===== src/rtl/l2k_alu_arb.sv =====
// Two-requester front end for a shared l2k_alu: arbitration, one-deep result
// register with valid/ready handshake, and saturating per-requester grant counters.

module l2k_alu (
  input  logic [2:0]  i_op,
  input  logic [31:0] i_a,
  input  logic [31:0] i_b,
  output logic [31:0] o_result
);

  typedef enum logic [2:0] {
    OP_ILL  = 3'b000,
    OP_OR   = 3'b001,
    OP_XOR  = 3'b010,
    OP_AND  = 3'b011,
    OP_SLTS = 3'b100,
    OP_SLT  = 3'b101,
    OP_SUB  = 3'b110,
    OP_ADD  = 3'b111
  } alu_op_e;

  always_comb begin
    o_result = '0;
    case (alu_op_e'(i_op))
      OP_ADD:  o_result = i_a + i_b;
      OP_SUB:  o_result = i_a - i_b;
      OP_AND:  o_result = i_a & i_b;
      OP_XOR:  o_result = i_a ^ i_b;
      OP_OR:   o_result = i_a | i_b;
      OP_SLT:  o_result = {31'b0, (i_a < i_b)};
      OP_SLTS: o_result = {31'b0, ($signed(i_a) < $signed(i_b))};
      default: o_result = '0;
    endcase
  end

endmodule

module l2k_alu_arb #(
  parameter bit          RR_EN = 1'b1,
  parameter int unsigned CNT_W = 16
) (
  input  logic             clk,
  input  logic             rst_n,
  input  logic             r0_valid,
  output logic             r0_ready,
  input  logic [2:0]       r0_op,
  input  logic [31:0]      r0_a,
  input  logic [31:0]      r0_b,
  input  logic             r1_valid,
  output logic             r1_ready,
  input  logic [2:0]       r1_op,
  input  logic [31:0]      r1_a,
  input  logic [31:0]      r1_b,
  output logic             rsp_valid,
  input  logic             rsp_ready,
  output logic             rsp_id,
  output logic [31:0]      rsp_data,
  output logic             rsp_illegal,
  output logic [CNT_W-1:0] gnt_cnt0,
  output logic [CNT_W-1:0] gnt_cnt1
);

  logic             r_rsp_valid;
  logic             r_rsp_id;
  logic [31:0]      r_rsp_data;
  logic             r_rsp_illegal;
  logic             r_ptr;
  logic [CNT_W-1:0] r_cnt0;
  logic [CNT_W-1:0] r_cnt1;

  logic             w_can_accept;
  logic             w_gnt0;
  logic             w_gnt1;
  logic             w_acc0;
  logic             w_acc1;
  logic             w_acc;
  logic [2:0]       w_op;
  logic [31:0]      w_a;
  logic [31:0]      w_b;
  logic [31:0]      w_alu_result;
  logic             w_illegal;

  assign w_can_accept = !r_rsp_valid || rsp_ready;

  // With both valid, requester 0 wins under fixed priority or when the pointer favours it.
  assign w_gnt0 = r0_valid && (!r1_valid || !RR_EN || !r_ptr);
  assign w_gnt1 = r1_valid && !w_gnt0;

  assign w_acc0 = w_gnt0 && w_can_accept;
  assign w_acc1 = w_gnt1 && w_can_accept;
  assign w_acc  = w_acc0 || w_acc1;

  assign r0_ready = w_acc0;
  assign r1_ready = w_acc1;

  always_comb begin
    w_op = r0_op;
    w_a  = r0_a;
    w_b  = r0_b;
    if (w_gnt1) begin
      w_op = r1_op;
      w_a  = r1_a;
      w_b  = r1_b;
    end
  end

  assign w_illegal = (w_op == 3'b000);

  l2k_alu u_alu (
    .i_op     (w_op),
    .i_a      (w_a),
    .i_b      (w_b),
    .o_result (w_alu_result)
  );

  always_ff @(posedge clk or negedge rst_n) begin
    if (!rst_n) begin
      r_rsp_valid   <= 1'b0;
      r_rsp_id      <= 1'b0;
      r_rsp_data    <= '0;
      r_rsp_illegal <= 1'b0;
      r_ptr         <= 1'b0;
    end else begin
      if (w_acc) begin
        r_rsp_valid   <= 1'b1;
        r_rsp_id      <= w_acc1;
        r_rsp_data    <= w_illegal ? '0 : w_alu_result;
        r_rsp_illegal <= w_illegal;
        if (RR_EN) begin
          r_ptr <= w_acc0;
        end
      end else if (rsp_ready) begin
        r_rsp_valid <= 1'b0;
      end
    end
  end

  always_ff @(posedge clk or negedge rst_n) begin
    if (!rst_n) begin
      r_cnt0 <= '0;
      r_cnt1 <= '0;
    end else begin
      if (w_acc0 && (r_cnt0 != '1)) begin
        r_cnt0 <= r_cnt0 + CNT_W'(1);
      end
      if (w_acc1 && (r_cnt1 != '1)) begin
        r_cnt1 <= r_cnt1 + CNT_W'(1);
      end
    end
  end

  assign rsp_valid   = r_rsp_valid;
  assign rsp_id      = r_rsp_id;
  assign rsp_data    = r_rsp_data;
  assign rsp_illegal = r_rsp_illegal;
  assign gnt_cnt0    = r_cnt0;
  assign gnt_cnt1    = r_cnt1;

endmodule


===== config.mk =====
export PLATFORM = sky130hd
export DESIGN_NAME = l2k_alu_arb
export DESIGN_NICKNAME = d
export VERILOG_FILES = /design/src/rtl/l2k_alu_arb.sv
export SDC_FILE = /design/constraint.sdc
export NUM_CORES = 1
export LEC_CHECK = 0
export CAP_MARGIN = 20
export CORE_UTILIZATION = 53
export CTS_CLUSTER_SIZE = 25
export DETAILED_ROUTE_END_ITERATION = 16
export PLACE_DENSITY = 0.83
export SYNTH_ARGS = -nofsm -noshare
export SYNTH_HDL_FRONTEND = slang
export SYNTH_HIERARCHICAL = 1
export SYNTH_SLANG_ARGS = --single-unit

===== constraint.sdc =====
create_clock -name clk -period 4.8 [get_ports clk]
set_clock_uncertainty 0.1 [all_clocks]
set_input_delay 0.72 -clock clk [delete_from_list [all_inputs] [get_ports clk]]
set_output_delay 0.72 -clock clk [all_outputs]
set_load 0.01 [all_outputs]

==> Yosys cells after proc, flatten, opt, wreduce, memory -nomap -nowiden <==
Cells that the tools add are included.
{ "totals": {"reg_bits": 68, "latchBits": 0, "ramBits": 0, "rom_bits": 0, "input_bits": 139, "output_inout_bits": 69, "elab_cells": 47, "n_memories": 0} }
{ "op_classes": {"add_sub_neg": 4, "multipliers": 0, "n_div": 0, "order_cmp": 2, "eq_ne": 9, "n_shift": 0, "mux": 7, "bitwise": 3, "reduce_logical": 15} }
{ "op_table": {"columns": ["operator", "count"], "rows": [
  ["one-hot mux 32 bit (7 select lines)", 1],
  ["2-to-1 mux 32 bit", 3],
  ["< comparator 32 bit", 2],
  ["adder 16 x 1 -> 16 bit (second input constant)", 2],
  ["adder 32 bit", 1],
  ["AND 32 bit", 1],
  ["inequality test 16 bit (second input constant)", 2],
  ["bitwise OR 32 bit", 1],
  ["subtractor 32 bit", 1],
  ["bitwise XOR 32 bit", 1],
  ["== test 3 bit (second input constant)", 4],
  ["== test 3 x 2 -> 1 bit (second input constant)", 2],
  ["logical AND 1 bit", 6],
  ["zero test 1 bit", 4],
  ["== test 3 x 1 -> 1 bit (second input constant)", 1],
  ["zero test 3 bit", 1],
  ["logical OR 1 bit", 3],
  ["2-to-1 mux 3 bit", 1],
  ["2-to-1 mux 1 bit", 2],
  ["nonzero test 2 bit", 1]
]} }

==> Logic depth before layout (Yosys ltp) <==
Gate-level depths: netlist of run 1.
{ "logic_depth": {"depth_word": 9, "depth_mapped": 17} }

==> Hierarchy <==
The synthesis of run 1 kept the hierarchy.
{ "by_module_without_submodules": {"columns": ["module", "n_inst", "cells_per_inst", "area_each_um2"], "rows": [
  ["l2k_alu", 1, 876, 5774.3],
  ["l2k_alu_arb", 1, 303, 3613.5]
]} }

==> Worst setup path after synthesis of run 1 <==
OpenSTA, ideal clock, no wires.
{ "synth_path": {"path_kind": "in2reg", "startpoint": "in r0_valid", "endpoint": "reg r_rsp_data[30], in the netlist rsp_data[30]", "arrival_ns": 3.966, "required_time_ns": 4.579, "path_slack_ns": 0.613, "cell_stages": 17, "path_buffers": 3, "cell_sequence": "nand2b_1 > nand2_1 > buf_2 > buf_2 > mux2_2 > inv_1 > ha_1 > buf_2 > nor2b_1 > o21bai_2 > a2111oi_1 > o31a_1 > a311o_2 > a31oi_2 > mux2i_1 > o211ai_1 > a22o_1"} }
{ "synth_via": {"elab_chain_cells": 7, "elab_cells_between_ends": 24} }
{ "synth_rtl": {"columns": ["element", "line_no", "rtl"], "rows": [
  ["start, declared", "44", "input logic r0_valid,"],
  ["logical AND 1 bit (*)", "86", "assign w_gnt0 = r0_valid && (!r1_valid || !RR_EN || !r_ptr);"],
  ["zero test 1 bit (*)", "87", "assign w_gnt1 = r1_valid && !w_gnt0;"],
  ["logical AND 1 bit (*)", "87", null],
  ["2-to-1 mux 32 bit (*)", "100", "if (w_gnt1) begin"],
  ["named net w_b[2]", "79", "logic [31:0] w_b;"],
  ["subtractor 32 bit / adder 32 bit (equally long branches)", "26, 25", null],
  ["one-hot mux 32 bit (7 select lines) (*)", "24", "case (alu_op_e'(i_op))"],
  ["named net w_alu_result[30]", "80", "logic [31:0] w_alu_result;"],
  ["2-to-1 mux 32 bit (*)", "127", "r_rsp_data <= w_illegal ? '0 : w_alu_result;"],
  ["end signal, assigned", "127", null],
  ["end, declared", "65", "logic [31:0] r_rsp_data;"]
]} }
Mark *: on every way through the listed nets, which the timed path passes. The rest lies on a longest branch.
A chain may end at the register's enable or synchronous reset.

==> Final worst setup path of run 1 <==
{ "layout_path": {"startpoint": "in r0_valid", "endpoint": "reg r_rsp_data[29], in the netlist rsp_data[29]"} }
{ "layout_via": {"elab_chain_cells": 7, "elab_cells_between_ends": 24} }
{ "layout_rtl": {"columns": ["element", "line_no", "rtl"], "rows": [
  ["logical AND 1 bit (*)", "86", null],
  ["zero test 1 bit (*)", "87", null],
  ["logical AND 1 bit (*)", "87", null],
  ["2-to-1 mux 32 bit (*)", "100", null],
  ["named net w_a[16]", "78", "logic [31:0] w_a;"],
  ["subtractor 32 bit / adder 32 bit (equally long branches)", "26, 25", null],
  ["one-hot mux 32 bit (7 select lines) (*)", "24", null],
  ["named net w_alu_result[29]", "80", null],
  ["2-to-1 mux 32 bit (*)", "127", null]
]} }
Marked as above.

==> results of run 1 <==
## state kept, by name, indices dropped and copies added, names as in the netlist
signal / count
gnt_cnt0: 16
gnt_cnt1: 16
r_ptr: 1
rsp_data: 32
rsp_id: 1
rsp_illegal: 1
rsp_valid: 1
## routing by layer
layer | track usage [%] | part of all wire, % | vias to the layer above
met4 | 10.74 | 2.4 | 0
met1 | 50.68 | 43 | 4903
met3 | 5.518 | 9.2 | 58
met5 | 0 | 0 | -
li1 | - | - | 4783
met2 | 59.20 | 45 | 508
## power groups by stage
stage               logic [mW]  clock network [mW]  registers (mW)
global route              2.72               0.864           0.872
detailed placement        2.46                   0           0.856
finish                    2.53               0.839           0.855
floorplan                 1.39                   0           0.893
CTS                       2.48               0.845           0.850
global placement          2.43                   0           0.853
## worst max-delay path: cells and delay by family
| family | cells | cell delay, ns |
|---|---|---|
| compound gates | 9 | 2.14 |
| fa+ha+maj | 1 | 0.36 |
| simple gates | 2 | 0.34 |
| mux | 1 | 0.39 |
| buf+inv | 3 | 0.83 |
## what timing repair did
item	4_1_cts	5_1_grt
resized for setup	0	3
endpoints found under the setup margin	0	2
setup buffers	0	0
## cell usage after synthesis, types with 6 or more instances
cell type,count,area [um2]
and3_1,9,56.30
nor2_1,99,371.6
a211oi_1,16,120.1
nand2_1,83,311.6
nand2b_1,8,50.05
or3_1,7,43.79
buf_2,19,95.09
ha_1,107,1339
a21oi_1,74,370.4
nand3_1,29,145.1
xor2_1,14,122.6
o22ai_1,13,81.33
o21ai_0,62,310.3
a21o_1,12,90.09
o21ai_1,7,35.03
xnor2_1,32,280.3
dfrtp_1,68,1702
o21bai_1,9,67.56
clkbuf_1,42,157.7
mux2_2,70,788.3
inv_1,105,394.1
a22oi_1,20,150.1
o31ai_1,19,142.6
a31oi_1,10,62.56
nand4_1,14,87.58
nor3_1,25,125.1
mux2i_1,10,100.1
nor4_1,9,56.30
and2_1,6,37.54
a22o_1,33,289.0
nor2b_1,11,68.82
o21a_1,6,45.04
o211ai_1,14,105.1
## final cells by class
| class | instances | area (um2) |
|---|---|---|
| clock inverters | 6 | 137.6 |
| repair buffers | 303 | 2833 |
| fillers | 1395 | 4690 |
| multi-input cells | 938 | 7030 |
| clock buffers | 9 | 225.2 |
| inverters | 106 | 397.9 |
| flip-flops and latches | 68 | 1702 |
| well taps | 225 | 281.5 |
## kinds of logic after synthesis
| kind of cell | synth area share (%) |
|---|---|
| AO/OA/AOI/OAI | 28.04 |
| AND/OR/NAND/NOR | 17.54 |
| buffers and inverters | 7.370 |
| adder cells (fa/ha/maj) | 14.69 |
| multiplexers | 9.943 |
| flip-flops | 18.13 |
| XOR/XNOR | 4.292 |
## worst paths after layout
| kind | to | cells past startpoint | slack [ns] |
|---|---|---|---|
| worst max register to register | rsp_data[29] | 15 | 0.58 |
| min in group clk | rsp_id | 2 | 0.39 |
| worst min register to register | rsp_id | 2 | 0.39 |
| max in group asynchronous | gnt_cnt0[8] | 2 | 3.49 |
| worst max-delay path | rsp_data[29] | 16 | 0.13 |
| worst min-delay path | rsp_data[30] | 1 | 0.27 |
## through the flow
stage	power, mW	hold WS (ns)	cells
floorplan	2.281	0.3244	1179
global placement	3.280	0.3582	1639
detailed placement	3.319	0.3791	1639
CTS	4.179	0.3931	1654
global route	4.461	0.2934	1655
finish	4.228	0.2685	1655
==> results.ini, run 1 <==
[synth]
synth_area_per_cell_um2 = 7.962
ys_warn_count = 6
synthFlopType = dfrtp_1
netlist_area_um2 = 9388
synth_edf_count = 0
synth_nets = 1427
async_reset_ff_share_pct = 100.0
yosysSeqAreaShare_pct = 18.13
ys_ff_latch = 68
yosysUniqueCellTypes = 95
syn_inst = 1179

[power_and_ir_drop]
intPower_mw = 2.448
p_clk_share_pct = 19.8
p_leak_nw = 5.630
power_density_nw_per_um2 = 335.4
p_sw_mw = 1.780
p_sw_share_pct = 42.11
p_seq_share_pct = 20.2
ir_drop_mv = 0.2651
pwr-share-comb_pct = 59.9

[flow_run]
cap_violations = 0

[clock_network]
clock_latency_ns = 0.34
cts_root_buffer = clkbuf_16
clk_path_buf_depth = 2
cts_tree = done
hold_buffers = 0
clk_pin_slew_worst_paths_ns = 0.07
cts_htree_levels = 3
clkSinkCount = 68
cts_made_buffers = 9

[route]
drt_iter0_markers = 899
firstDrtPassIters = 5
viasPerCell = 6.195
ant_nets = 0
num_vias = 10250
wl_per_cell_um = 20.06
post-route-drc-count = 0
wirelength_um = 33200

[sta]
final.min_clock_period_ns = 4.672
rsz0062_at_grt = no
drv_slew = 0
worstMarginPinSlew_ns = 0.7072
slew_headroom_pct = 52.35
clock.fmax_ghz = 0.2140
finalHoldViolCount = 0
final-setup-viol-count = 0
fin_setup_tns_ns = 0
setup_ws_ns = 0.1278
period_share_pct = 97.34

[critical_path]
critPathLaunchType = input port
path_cells = clkdlybuf4s50_1 -> nand2b_1 -> nand2_4 -> buf_12 -> mux2_2 -> inv_1 -> ha_1 -> a21oi_2 -> o21ai_0 -> a221o_1 -> o2bb2ai_1 -> a21oi_1 -> a211oi_1 -> a311oi_1 -> a21oi_1 -> a22o_1
cp.arrival_ns = 4.81
crit_type = in -> reg
cp_max_fo = 25
end_kind = flip-flop
critical_path_required_ns = 4.93
crit_path_max_incr_delay_ns = 0.54
startpoint = r0_valid
cp_slowest_cell = clkdlybuf4s50_1
r2r_start = r_ptr
critPathMostFrequentCell = a21oi_1

[global_route]
grt_usage_pct = 36.79
grt_pass1_vias = 9812
antenna_found_initial = 0
grt_max_degree = 40
grt_pass1_wl_um = 52320
grt-ovfl-total = 0

[min_path]
hp-class = in -> async

[placed_design]
post-place-ws_ns = -0.2277
place_area_um2 = 12200
port_buffers = 207
hpwl_um = 25850
gp_congestion = 0.9878

[final_layout]
final_common_cell = clkdlybuf4s50_1
final_core_util_pct = 72.89
fin_nets = 1674
final_layout_size_suffix_gt1_share_pct = 16.29
syn2layout_area_growth_pct = 34.29
finish.instance_area_um2 = 12610
final_cell_mix = 206 x clkdlybuf4s50_1, 107 x ha_1, 105 x inv_1
diodes = 0

[die]
rows = 48
io_pins = 208
die_area_um2 = 18250
die_w_um = 135.1
fp.coreArea_um2 = 17300
initial_core_util_pct = 54.28
die_h_um = 135.1

[run_status]
status = completed

Note: power is estimated with default switching activity, not from simulation.
==> inputs of run 2 (changes only) <==
--- a/config.mk
+++ b/config.mk
@@ -9,8 +9,10 @@
 export CORE_UTILIZATION = 53
 export CTS_CLUSTER_SIZE = 25
 export DETAILED_ROUTE_END_ITERATION = 16
+export GPL_TIMING_DRIVEN = 1
 export PLACE_DENSITY = 0.83
 export SYNTH_ARGS = -nofsm -noshare
 export SYNTH_HDL_FRONTEND = slang
 export SYNTH_HIERARCHICAL = 1
 export SYNTH_SLANG_ARGS = --single-unit
+export TNS_END_PERCENT = 100
==> results of run 2 <==
Same layout as run 1: the final DEF is identical, and so are final timing and power.
